`src/rtl/ccff_chain_loader_pkg.sv`:
```
// Shared types and width helpers for the configuration-chain loader.
package ccff_chain_loader_pkg;

   // Controller states.
   typedef enum logic [1:0] {
      StIdle  = 2'd0,
      StClear = 2'd1,
      StLoad  = 2'd2,
      StDone  = 2'd3
   } state_e;

   // Width of a counter able to hold the values 0..n inclusive.
   function automatic int unsigned cnt_width(input int unsigned n);
      return $clog2(n + 1);
   endfunction

   // Width of a counter holding 0..n-1, never narrower than one bit.
   function automatic int unsigned idx_width(input int unsigned n);
      return (n > 1) ? $clog2(n) : 1;
   endfunction

endpackage

```
`src/rtl/ccff_word_serializer.sv`:
```
// Word buffer and MSB-first serialiser feeding the chain data input.
// Outputs are registered; the first bit of an accepted word is presented
// on the cycle right after the handshake.
module ccff_word_serializer
   import ccff_chain_loader_pkg::*;
#(
   parameter int unsigned WORD_W = 8
) (
   input  logic              i_clk,
   input  logic              i_rst_n,
   input  logic              i_load_en,     // parent is in LOAD and still needs bits
   input  logic              i_ready_allow, // next cycle is LOAD with bits still missing
   input  logic [WORD_W-1:0] i_word_in,
   input  logic              i_word_valid,
   output logic              o_word_ready,
   output logic              o_chain_d,
   output logic              o_chain_we,
   output logic              o_step         // a bit is presented from the next cycle on
);

   localparam int unsigned LeftW = cnt_width(WORD_W);

   logic [WORD_W-1:0] r_sh;
   logic [WORD_W-1:0] w_sh_d;
   logic [LeftW-1:0]  r_left;   // buffered bits not yet presented on chain_d
   logic [LeftW-1:0]  w_left_d;
   logic              r_ready;
   logic              w_ready_d;
   logic              r_chain_d;
   logic              w_chain_d_d;
   logic              r_chain_we;
   logic              w_accept;
   logic              w_step;

   // Handshake, shift and next-ready computation.
   always_comb begin
      w_accept    = i_load_en && r_ready && i_word_valid && (r_left == '0);
      w_step      = i_load_en && ((r_left != '0) || w_accept);
      w_sh_d      = r_sh;
      w_left_d    = r_left;
      w_chain_d_d = r_chain_d;
      if (!i_load_en) begin
         // Leaving LOAD (done, abort, or never entered): drop any buffered bits.
         w_left_d = '0;
      end else if (w_accept) begin
         w_chain_d_d = i_word_in[WORD_W-1];
         w_sh_d      = i_word_in << 1;
         w_left_d    = LeftW'(WORD_W - 1);
      end else if (w_step) begin
         w_chain_d_d = r_sh[WORD_W-1];
         w_sh_d      = r_sh << 1;
         w_left_d    = r_left - LeftW'(1);
      end
      // Ready while the last buffered bit goes out keeps the stream gap-free.
      w_ready_d = i_ready_allow && (w_left_d == '0);
   end

   // Serialiser state and registered chain-side outputs.
   always_ff @(posedge i_clk or negedge i_rst_n) begin
      if (!i_rst_n) begin
         r_sh       <= '0;
         r_left     <= '0;
         r_ready    <= 1'b0;
         r_chain_d  <= 1'b0;
         r_chain_we <= 1'b0;
      end else begin
         r_sh       <= w_sh_d;
         r_left     <= w_left_d;
         r_ready    <= w_ready_d;
         r_chain_d  <= w_chain_d_d;
         r_chain_we <= w_step;
      end
   end

   assign o_word_ready = r_ready;
   assign o_chain_d    = r_chain_d;
   assign o_chain_we   = r_chain_we;
   assign o_step       = w_step;

endmodule

```
`src/rtl/ccff_chain_loader.sv`:
```
// Sequencing controller for a write-enable flip-flop configuration chain:
// clears the chain, streams words MSB-first onto it, reports completion.
module ccff_chain_loader
   import ccff_chain_loader_pkg::*;
#(
   parameter int unsigned CHAIN_LEN  = 64,
   parameter int unsigned WORD_W     = 8,
   parameter int unsigned CLR_CYCLES = 2
) (
   input  logic                              i_clk,
   input  logic                              i_rst_n,
   input  logic                              i_start,
   input  logic                              i_abort,
   input  logic [WORD_W-1:0]                 i_word_in,
   input  logic                              i_word_valid,
   output logic                              o_word_ready,
   output logic                              o_chain_d,
   output logic                              o_chain_we,
   output logic                              o_chain_rst,
   output logic                              o_busy,
   output logic                              o_done,
   output logic [cnt_width(CHAIN_LEN)-1:0]   o_bits_loaded
);

   localparam int unsigned     CntW    = cnt_width(CHAIN_LEN);
   localparam int unsigned     ClrW    = idx_width(CLR_CYCLES);
   localparam logic [CntW-1:0] LenCnt  = CntW'(CHAIN_LEN);
   localparam logic [ClrW-1:0] ClrLast = ClrW'(CLR_CYCLES - 1);

   state_e          r_state;
   state_e          w_state_d;
   logic [ClrW-1:0] r_clr_cnt;
   logic [ClrW-1:0] w_clr_cnt_d;
   logic [CntW-1:0] r_bits;
   logic [CntW-1:0] w_bits_d;
   logic            r_chain_rst;
   logic            r_busy;
   logic            r_done;
   logic            w_last;
   logic            w_load_en;
   logic            w_ready_allow;
   logic            w_step;

   // All CHAIN_LEN bits have been presented; nothing more may go out.
   assign w_last    = (r_bits == LenCnt);
   assign w_load_en = (r_state == StLoad) && !i_abort && !w_last;

   // Next state and counters; abort outranks everything outside IDLE.
   always_comb begin
      w_state_d   = r_state;
      w_clr_cnt_d = r_clr_cnt;
      w_bits_d    = r_bits;
      unique case (r_state)
         StIdle: begin
            if (i_start) begin
               w_state_d   = StClear;
               w_clr_cnt_d = '0;
               w_bits_d    = '0;
            end
         end
         StClear: begin
            if (i_abort) begin
               w_state_d = StIdle;
            end else if (r_clr_cnt == ClrLast) begin
               w_state_d = StLoad;
            end else begin
               w_clr_cnt_d = r_clr_cnt + ClrW'(1);
            end
         end
         StLoad: begin
            if (i_abort) begin
               w_state_d = StIdle;
            end else if (w_last) begin
               w_state_d = StDone;
            end else if (w_step) begin
               w_bits_d = r_bits + CntW'(1);
            end
         end
         StDone: begin
            if (i_abort) begin
               w_state_d = StIdle;
            end else if (i_start) begin
               w_state_d   = StClear;
               w_clr_cnt_d = '0;
               w_bits_d    = '0;
            end
         end
         default: w_state_d = StIdle;
      endcase
   end

   // Ready is only offered when the next cycle is LOAD and bits are still missing.
   assign w_ready_allow = (w_state_d == StLoad) && (w_bits_d != LenCnt);

   ccff_word_serializer #(
      .WORD_W (WORD_W)
   ) u_serializer (
      .i_clk         (i_clk),
      .i_rst_n       (i_rst_n),
      .i_load_en     (w_load_en),
      .i_ready_allow (w_ready_allow),
      .i_word_in     (i_word_in),
      .i_word_valid  (i_word_valid),
      .o_word_ready  (o_word_ready),
      .o_chain_d     (o_chain_d),
      .o_chain_we    (o_chain_we),
      .o_step        (w_step)
   );

   // FSM state, counters and registered status outputs.
   always_ff @(posedge i_clk or negedge i_rst_n) begin
      if (!i_rst_n) begin
         r_state     <= StIdle;
         r_clr_cnt   <= '0;
         r_bits      <= '0;
         r_chain_rst <= 1'b0;
         r_busy      <= 1'b0;
         r_done      <= 1'b0;
      end else begin
         r_state     <= w_state_d;
         r_clr_cnt   <= w_clr_cnt_d;
         r_bits      <= w_bits_d;
         r_chain_rst <= (w_state_d == StClear);
         r_busy      <= (w_state_d == StClear) || (w_state_d == StLoad);
         r_done      <= (w_state_d == StDone);
      end
   end

   assign o_chain_rst   = r_chain_rst;
   assign o_busy        = r_busy;
   assign o_done        = r_done;
   assign o_bits_loaded = r_bits;

endmodule
```
`config.mk`:
```
export PLATFORM = sky130hd
export DESIGN_NAME = ccff_chain_loader
export DESIGN_NICKNAME = d
export VERILOG_FILES = /design/src/rtl/ccff_chain_loader_pkg.sv /design/src/rtl/ccff_word_serializer.sv /design/src/rtl/ccff_chain_loader.sv
export SDC_FILE = /design/constraint.sdc
export NUM_CORES = 1
export LEC_CHECK = 0
export ABC_AREA = 1
export CAP_MARGIN = 20
export CORE_MARGIN = 3
export CORE_UTILIZATION = 50
export CTS_CLUSTER_DIAMETER = 80
export CTS_CLUSTER_SIZE = 16
export DETAILED_ROUTE_END_ITERATION = 6
export PLACE_DENSITY = 0.75
export SLEW_MARGIN = 20
export SYNTH_ARGS = -nofsm -noshare
export SYNTH_HDL_FRONTEND = slang
export SYNTH_SLANG_ARGS = --single-unit
```
`constraint.sdc`:
```
create_clock -name i_clk -period 2.5 [get_ports i_clk]
set_input_delay 0.5 -clock i_clk [delete_from_list [all_inputs] [get_ports i_clk]]
set_output_delay 0.5 -clock i_clk [all_outputs]
set_load 0.05 [all_outputs]
```
# [Word level (Yosys, flattened, before mapping)]
# Cells that the tools add are included.
[word_totals] output_inout_bits=13 register_bits=28 inputBits=13 elab_cells=69
[classes] muxes=25 n_eq_ne=10 reduce_logical=20 n_addsub=3
[op_table] cell="$mux 7" count=5
[op_table] cell="$pmux 7 s3" count=1
[op_table] cell="$mux 8" count=2
[op_table] cell="$mux 2" count=6
[op_table] cell="$mux 4" count=3
[op_table] cell="$eq 2x2->1 const B" count=4
[op_table] cell="$logic_and 1x1->1" count=8
[op_table] cell="$logic_not 4->1" count=2
[op_table] cell="$pmux 2 s4" count=1
[op_table] cell="$add 7x1->7 const B" count=1
[op_table] cell="$eq 7x7->1 const B" count=1
[op_table] cell="$ne 7x7->1 const B" count=1
[op_table] cell="$mux 1" count=6
[op_table] cell="$eq 2x1->1 const B" count=2
[op_table] cell="$ne 2x2->1 const B" count=2
[op_table] cell="$reduce_bool 4->1" count=1
[op_table] cell="$sub 4x1->4 const B" count=1
[op_table] cell="$pmux 1 s3" count=1
[op_table] cell="$reduce_and 3->1" count=1
[op_table] cell="$reduce_bool 3->1" count=1
[op_table] cell="$logic_not 1->1" count=2
[op_table] cell="$logic_not 2->1" count=1
[op_table] cell="$logic_or 1x1->1" count=2
[op_table] cell="$reduce_and 2->1" count=1
[op_table] cell="other kinds (2)" count=2

# [Logic depth before layout (Yosys ltp)]
# Gate-level depths: netlist of run 1.
[depth] depth_word=15 depth_mapped=14 ltp_nobuf=14

# [Hierarchy]
# A second synthesis of run 1 with hierarchy kept.
[unflattened] cells_unflattened=216 area_unflattened_um2=1700.4
[by_module_without_submodules] mod="ccff_chain_loader" seq_area_each_um2=325.3 n_inst=1 cells_per_inst=130 area_per_inst_um2=930.9
[by_module_without_submodules] mod="ccff_word_serializer" seq_area_each_um2=350.3 n_inst=1 cells_per_inst=86 area_per_inst_um2=769.5

# [Worst setup path before layout of run 1]
# No wires, ideal clock.
[synth_timing] path_type="flip-flop to flip-flop" startpoint="reg r_bits[0] (netlist: o_bits_loaded[0])" endpoint="reg u_serializer.r_ready (netlist: u_serializer.o_word_ready)" required_time_ps=2381 synth_period_minus_slack_ps=2077 path_stages_with_launch=14 arrival_time_ps=1958 setup_time_ps=119 path_slack_ps=423 path_cell_list="dfrtp_1 > inv_1 > ha_1 > nand2_1 > inv_1 > nand3_4 > o31ai_1 > o21a_1 > inv_1 > ha_1 > nand2_1 > nor2_1 > nand3_2 > a21oi_2"
[synth_via] elab_cells_between_ends=26
[synth_rtl] element="start: declaration" line_no="ccff_chain_loader.sv:34" source="logic [CntW-1:0] r_bits;"
[synth_rtl] element="start signal: assignment" line_no="ccff_chain_loader.sv:122" source="r_bits <= w_bits_d;"
[synth_rtl] element="$eq 7x7->1" line_no="ccff_chain_loader.sv:45" source="assign w_last = (r_bits == LenCnt);"
[synth_rtl] element="$mux 2" line_no="ccff_chain_loader.sv:73" source="end else if (w_last) begin"
[synth_rtl] element="$mux 2" line_no="ccff_chain_loader.sv:71" source="if (i_abort) begin"
[synth_rtl] element="$pmux 2 s4" line_no="ccff_chain_loader.sv:53" source="unique case (r_state)"
[synth_rtl] element="via w_state_d[0]" line_no="ccff_chain_loader.sv:31" source="state_e w_state_d;"
[synth_rtl] element="$eq 2x2->1" line_no="ccff_chain_loader.sv:93" source="assign w_ready_allow = (w_state_d == StLoad) && (w_bits_d != LenCnt);"
[synth_rtl] element="$logic_and 1x1->1" line_no="ccff_chain_loader.sv:93"
[synth_rtl] element="$logic_and 1x1->1" line_no="ccff_word_serializer.sv:55" source="w_ready_d = i_ready_allow && (w_left_d == '0);"
[synth_rtl] element="via u_serializer.w_ready_d" line_no="ccff_word_serializer.sv:28" source="logic w_ready_d;"
[synth_rtl] element="end signal: assignment" line_no="ccff_word_serializer.sv:69" source="r_ready <= w_ready_d;"
[synth_rtl] element="end: declaration" line_no="ccff_word_serializer.sv:27" source="logic r_ready;"
# The timed path passes the listed nets, and every way through them passes these cells.
# A chain may end at the register's enable or synchronous reset.

# [Worst setup path after layout of run 1]
[layout_timing] startpoint="reg r_bits[2] (netlist: o_bits_loaded[2])" endpoint="out o_bits_loaded[2]"
[layout_rtl] element="end: declaration" line_no="ccff_chain_loader.sv:22" source="output logic [cnt_width(CHAIN_LEN)-1:0] o_bits_loaded"
# No word-level cell between the ends.

==> impl_metrics.py, run 1 <==
metrics = {
    "global_routing": {
        "busiest_layer": "met2",
        "grt_max_degree": 28,
        "grt_pass1_vias": 1400,
        "grt_pass1_wl_um": 6161,
        "antenna_found_initial": 0,
        "overflow": 0,
        "grt_use_total": 0.1857,
        "gr-usage-met2": 0.2963,
        "use_met1": 0.2426,
        "grt_use_met3": 0.03761,
    },
    "clocking": {
        "cts.sinks": 27,
        "cts_setup_buffers": 0,
        "cts_tree": "built",
        "max-clock-path-buffers": 2,
        "cts-buffers-inserted": 3,
        "cts_hold_buffers": 0,
        "insertion_delay_ns": 0.34,
        "cts_root_buf": "clkbuf_4",
        "cts.clk_slew.worst_paths_ns": 0.17,
        "cts_resized": 0,
        "htree_levels": 1,
    },
    "critical_path": {
        "critPathCaptureType": "output port",
        "path_delay_family": "buffers and inverters",
        "critPathLaunchType": "flop",
        "cp.required_ns": 2.00,
        "worst-path-buf-inv": 1,
        "cp_slowest_cell": "clkdlybuf4s50_1",
        "slowest_delay_ns": 0.87,
        "worstSetupPathType": "reg -> out",
        "crit_chain": "clkdlybuf4s50_1",
        "crit_arrival_ns": 1.76,
        "worstPathMaxFanout": 9,
    },
    "power_and_ir_drop": {
        "internal_power_uw": 762.1,
        "combPwrFrac": 0.395,
        "clkPwrFrac": 0.162,
        "peakVddDrop_uv": 441.1,
        "p_per_area_nw_per_um2": 629.6,
        "p_sw_uw": 535.2,
        "swShare": 0.4125,
        "power_frac_seq": 0.444,
        "leakagePower_nw": 1.124,
    },
    "synthesis": {
        "synth_top_flop_cell": "dfrtp_1",
        "synth_edf_count": 0,
        "postSynthAreaPerCell_um2": 7.833,
        "synth_top_cells_by_area": "dfrtp_1 39%, nand2_1 12%, inv_1 8.0%",
        "yosysWarnings": 0,
        "syn-instance-count": 223,
        "yosysMostFrequentCell": "nand2_1",
        "synth.top_cell.area_share": 0.3868,
        "synth_area_leader_cell": "dfrtp_1",
        "synthesis.area_um2": 1747,
        "synth_sequential_area_ratio": 0.3868,
        "async_flop_share": 1.000,
        "synthesis.nets": 243,
        "synth-seq-cells": 27,
        "synthDistinctLibCells": 29,
        "synth_common_cells": "54 x nand2_1, 37 x inv_1, 27 x dfrtp_1",
    },
    "timing": {
        "fin_crit_sh": 0.9038,
        "fin_skew_ns": 0.01360,
        "fin_crit_ns": 2.259,
        "final_max_slew_viol_count": 0,
        "final_hold_viol_count": 0,
        "fmax_mhz": 442.6,
        "worstMarginPinSlew_ns": 0.5036,
        "slew_headroom": 0.6632,
        "setup_tns_ns": 0,
        "setup_viol": 0,
        "rsz0062_at_grt": "false",
    },
    "finish": {
        "design_area_um2": 2061,
        "fin_nets": 272,
        "final_layout_size_suffix_gt1_frac": 0.1474,
        "area_growth_pct": 17.98,
        "diodes": 0,
    },
    "floorplan": {
        "start_util": 0.5453,
        "ios": 26,
        "die_w_um": 65.11,
        "die_h_um": 65.11,
        "rows": 20,
        "coreArea_um2": 3203,
        "dieArea_um2": 4239,
    },
    "detailed_routing": {
        "antenna_left": 0,
        "vias": 1520,
        "drt_iter0_markers": 97,
        "viasPerCell": 5.153,
        "drc": 0,
        "dr.pass1.iters": 6,
        "wl_per_cell_um": 12.13,
        "routed_wl_um": 3577,
    },
    "placed_design": {
        "port_buffers": 25,
        "gp_congestion": 0.8335,
        "place_hpwl_um": 2622,
        "dpl_cell_area_um2": 2029,
    },
    "job": {
        "drv_cap": 0,
    },
    "hold_path": {
        "holdCritPathClass": "in -> async",
    },
    "status": {
        "status": "finished clean",
    },
}
-- state kept, by name, summed over array words and instances, names as in the netlist --
name	cells
r_clr_cnt	1
u_serializer.o_word_ready	1
u_serializer.o_chain_we	1
u_serializer.o_chain_d	1
o_done	1
o_chain_rst	1
o_bits_loaded	7
o_busy	1
r_state	2
u_serializer.r_left	4
u_serializer.r_sh	7
-- layout by cell type (no fill, tap or decap), drive strengths merged, types with 2 or more instances in the layout --
cell / n
nor2: 16
dfrtp: 27
nand3: 19
inv: 45
o21ai: 18
clkdlybuf4s50: 25
buf: 3
ha: 7
a21oi: 13
nand2: 60
nand4: 8
clkbuf: 3
xor2: 2
-- layout make-up --
cell class	instances	area, um2
fill	292	1142
multi-input combinational	148	858.3
sequential	27	675.6
timing repair buffer	28	272.8
inverter	44	167.7
tap	44	55.05
clock buffer	3	22.52
clock inverter	1	8.758
-- power by group through the flow --
stage	Clock, mW	Sequential [mW]	Combinational, mW
final	0.210	0.575	0.512
after global routing	0.241	0.584	0.568
after CTS	0.222	0.575	0.520
after detailed placement	0	0.585	0.517
after global placement	0	0.585	0.507
after floorplan	0	0.685	0.252
-- per-layer routing --
layer	up-vias	wire, um
met5	-	0
met4	0	89
met3	9	176
met2	47	1617
met1	697	1694
li1	767	-
-- worst paths after layout --
kind | cells after the start | startpoint | endpoint | slack [ns]
max | 1 | o_bits_loaded[2] | o_bits_loaded[2] | 0.24
min | 2 | i_rst_n | u_serializer.r_sh[6] | 0.50
max reg2reg | 14 | o_bits_loaded[1] | u_serializer.o_word_ready | 0.50
min reg2reg | 2 | u_serializer.o_chain_d | u_serializer.o_chain_d | 0.50
max in group asynchronous | 2 | i_rst_n | o_bits_loaded[0] | 1.73
min in group i_clk | 2 | u_serializer.o_chain_d | u_serializer.o_chain_d | 0.50
-- through the flow --
step	util	power, mW	hold WS (ns)	worst slack, ns	instances
floorplan	-	0.9369	0.2044	0.4232	223
global placement	0.6336	1.092	0.4653	0.1795	291
detailed placement	0.6336	1.102	0.4773	0.06201	291
CTS	0.6434	1.316	0.5074	0.2196	295
global route	0.6434	1.393	0.5119	0.1416	295
finish	0.6434	1.297	0.4999	0.2406	295
-- kinds of logic after synthesis --
kind of cell | Yosys count | synth area share
xor+xnor | 2 | 0.01003
simple gates | 105 | 0.3202
compound gates | 34 | 0.1110
buf+inv | 48 | 0.1218
flops | 27 | 0.3868
fa+ha+maj | 7 | 0.05014
Note: power is estimated with default switching activity, not from simulation.
==> run 2, diff against run 1 <==
--- a/config.mk
+++ b/config.mk
@@ -16,4 +16,6 @@
 export SLEW_MARGIN = 20
 export SYNTH_ARGS = -nofsm -noshare
 export SYNTH_HDL_FRONTEND = slang
+export SYNTH_HIERARCHICAL = 1
 export SYNTH_SLANG_ARGS = --single-unit
+export TNS_END_PERCENT = 5
==> impl_metrics.py, run 2 <==
metrics = {
    "detailed_routing": {
        "vias": 1496,
        "routed_wl_um": 3708,
        "viasPerCell": 4.841,
        "drt_iter0_markers": 55,
        "antenna_left": 0,
        "dr.pass1.iters": 4,
        "drc": 0,
        "wl_per_cell_um": 12.00,
    },
    "timing": {
        "final_hold_viol_count": 0,
        "fin_crit_ns": 2.333,
        "slew_headroom": 0.6630,
        "setup_tns_ns": 0,
        "final_max_slew_viol_count": 0,
        "fin_skew_ns": 0.003828,
        "fin_crit_sh": 0.9331,
        "layout_setup_ws_ns": 0.1672,
        "worstMarginPinSlew_ns": 0.5040,
        "setup_viol": 0,
        "fmax_mhz": 428.7,
        "worst_hold_slack_ns": 0.4947,
        "rsz0062_at_grt": "true",
    },
    "power_and_ir_drop": {
        "swShare": 0.3905,
        "leakagePower_nw": 1.143,
        "p_total_mw": 1.173,
        "combPwrFrac": 0.379,
        "power_frac_seq": 0.456,
        "p_per_area_nw_per_um2": 527.1,
        "internal_power_uw": 714.8,
        "peakVddDrop_uv": 519.9,
        "clkPwrFrac": 0.165,
        "p_sw_uw": 457.9,
    },
    "finish": {
        "fin_nets": 286,
        "most-common-layout-cells": "50 x nand2_1, 24 x clkdlybuf4s50_1, 23 x dfrtp_1",
        "area_growth_pct": 30.83,
        "final_layout_size_suffix_gt1_frac": 0.2868,
        "diodes": 0,
        "final_common_cell": "nand2_1",
    },
    "synthesis": {
        "synthesis.nets": 236,
        "postSynthAreaPerCell_um2": 7.872,
        "synth-seq-cells": 27,
        "synth_sequential_area_ratio": 0.3974,
        "synth_area_leader_cell": "dfrtp_1",
        "synthDistinctLibCells": 29,
        "synth_top_cells_by_area": "dfrtp_1 40%, nand2_1 11%, inv_1 6.2%",
        "synth_edf_count": 0,
        "syn-instance-count": 216,
        "synth_common_cells": "52 x nand2_1, 28 x inv_1, 27 x dfrtp_1",
        "synth.top_cell.area_share": 0.3974,
        "synthesis.area_um2": 1700,
        "yosysWarnings": 6,
        "async_flop_share": 1.000,
        "synth_top_flop_cell": "dfrtp_1",
        "yosysMostFrequentCell": "nand2_1",
    },
    "critical_path": {
        "cp.required_ns": 2.77,
        "critPathCaptureType": "flop",
        "crit_arrival_ns": 2.61,
        "critPathLaunchType": "flop",
        "r2r_start": "o_bits_loaded[1]",
        "worstPathMaxFanout": 5,
        "cp-startpoint": "o_bits_loaded[1]",
        "worstSetupPathType": "reg -> reg",
    },
    "clocking": {
        "insertion_delay_ns": 0.33,
        "max-clock-path-buffers": 2,
        "cts.sinks": 27,
        "cts_root_buf": "clkbuf_4",
        "cts.clk_slew.worst_paths_ns": 0.14,
        "cts-buffers-inserted": 3,
        "cts_hold_buffers": 0,
        "htree_levels": 1,
        "cts_tree": "built",
    },
    "global_routing": {
        "grt_use_total": 0.1989,
        "grt_pass1_vias": 1534,
        "grt_pass1_wl_um": 6534,
        "overflow": 0,
        "grt_use_met3": 0.03339,
        "busiest_layer": "met2",
        "gr-usage-met2": 0.3196,
        "use_met1": 0.2625,
        "grt_max_degree": 28,
        "antenna_found_initial": 0,
    },
    "hold_path": {
        "worstHoldStart": "u_serializer/r_sh[1]",
        "holdCritPathClass": "reg -> reg",
    },
    "floorplan": {
        "die_h_um": 64.32,
        "rows": 20,
        "coreArea_um2": 3153,
        "die_w_um": 64.32,
        "dieArea_um2": 4136,
        "ios": 26,
        "start_util": 0.5393,
    },
    "placed_design": {
        "place_ws_ns": -0.3262,
        "place_hpwl_um": 2776,
        "port_buffers": 25,
        "gp_congestion": 0.8556,
    },
    "job": {
        "drv_cap": 0,
    },
    "status": {
        "status": "finished clean",
    },
}
-- run 2: cell count changes in the layout (fill, tap and decap cells not counted), moves of 3 or more --
cell | before | now
buf_4 | 3 | 22
inv_1 | 37 | 22
a21oi_1 | 10 | 19
o21ai_0 | 11 | 2
nand2_2 | 3 | 11
nor2_1 | 11 | 17
dfrtp_1 | 27 | 23
dfrtp_2 | 0 | 4
nand2_1 | 54 | 50
nand4_1 | 7 | 3
o21ai_1 | 6 | 2
inv_2 | 6 | 9
nor2_4 | 1 | 4
nor3_1 | 1 | 4
-- run 2: per-stage QoR --
step	instance area [um2]	utilization	instances
2_1_floorplan	1729	-	216
3_3_place_gp	2132	0.6762	299
3_5_place_dp	2132	0.6762	299
4_1_cts	2166	0.6869	304
5_1_grt	2225	0.7056	309
6_report	2225	0.7056	309
-- run 2: metal layers --
layer | routed length [um] | vias up | part of all wire
met5 | 0 | - | 0
li1 | - | 781 | -
met4 | 97 | 0 | 0.026
met1 | 1762 | 674 | 0.48
met3 | 140 | 10 | 0.038
met2 | 1707 | 31 | 0.46
-- run 2: path summary, 6_finish.rpt --
kind,endpoint,slack (ns),cells past startpoint
max,u_serializer/o_word_ready,0.17,24
min,u_serializer/r_sh[1],0.49,2
max reg2reg,u_serializer/o_word_ready,0.17,24
min reg2reg,u_serializer/r_sh[1],0.49,2
max in group asynchronous,o_bits_loaded[1],1.68,2
min in group asynchronous,u_serializer/r_left[0],0.55,2
-- run 2: power groups by stage --
stage / Combinational [mW] / Sequential, mW / Clock, mW
final: 0.445 / 0.535 / 0.193
after global routing: 0.499 / 0.541 / 0.226
after floorplan: 0.213 / 0.630 / 0
after global placement: 0.442 / 0.540 / 0
after detailed placement: 0.446 / 0.541 / 0
after CTS: 0.447 / 0.532 / 0.206
-- run 2: final cells by class --
class                      count  area [um2]
multi-input combinational    153       907.1
sequential                    27       680.7
clock buffer                   4       26.28
tap                           44       55.05
fill                         260       928.4
inverter                      34       137.6
timing repair buffer          47       417.9
-- run 2: cells by family (layout without fill, tap and decap cells) --
group / Yosys count / count (layout) / share of synthesized area
flops: 27 / 27 / 0.3974
xor+xnor: 1 / 1 / 0.005152
fa+ha+maj: 7 / 7 / 0.05151
simple gates: 117 / 117 / 0.3606
buf+inv: 36 / 85 / 0.09050
compound gates: 28 / 28 / 0.09493
-- run 2: critical path: stages (launching register included) --
cell and delay (ns):
dfrtp_2 0.40, inv_2 0.05, ha_4 0.15, nand2_2 0.05, inv_2 0.04, nand3_4 0.05, nand2_2 0.05, inv_2 0.07
nand3_4 0.09, nand3_4 0.09, nand2_4 0.06, clkinv_4 0.07, inv_4 0.03, nor2_4 0.14, nand2_1 0.07, a21oi_1 0.13
nand2_1 0.07, nand2_2 0.08, nor2_2 0.04, nand2_1 0.07, nor2_1 0.04, nor2_1 0.12, a21boi_2 0.16, nand2_1 0.07
nor2_2 0.07
-- run 2: repair_timing --
action,in CTS,in global routing
setup endpoints to repair,1,1
gates resized for setup,0,8
setup buffers,1,5
pin swaps,0,11
==> run 3, diff against run 2 <==
--- a/config.mk
+++ b/config.mk
@@ -13,7 +13,7 @@
 export CTS_CLUSTER_SIZE = 16
 export DETAILED_ROUTE_END_ITERATION = 6
 export PLACE_DENSITY = 0.75
-export SLEW_MARGIN = 20
+export SLEW_MARGIN = 0
 export SYNTH_ARGS = -nofsm -noshare
 export SYNTH_HDL_FRONTEND = slang
 export SYNTH_HIERARCHICAL = 1
==> results of run 3 <==
Final layout, timing and power as in run 2 (identical DEF).
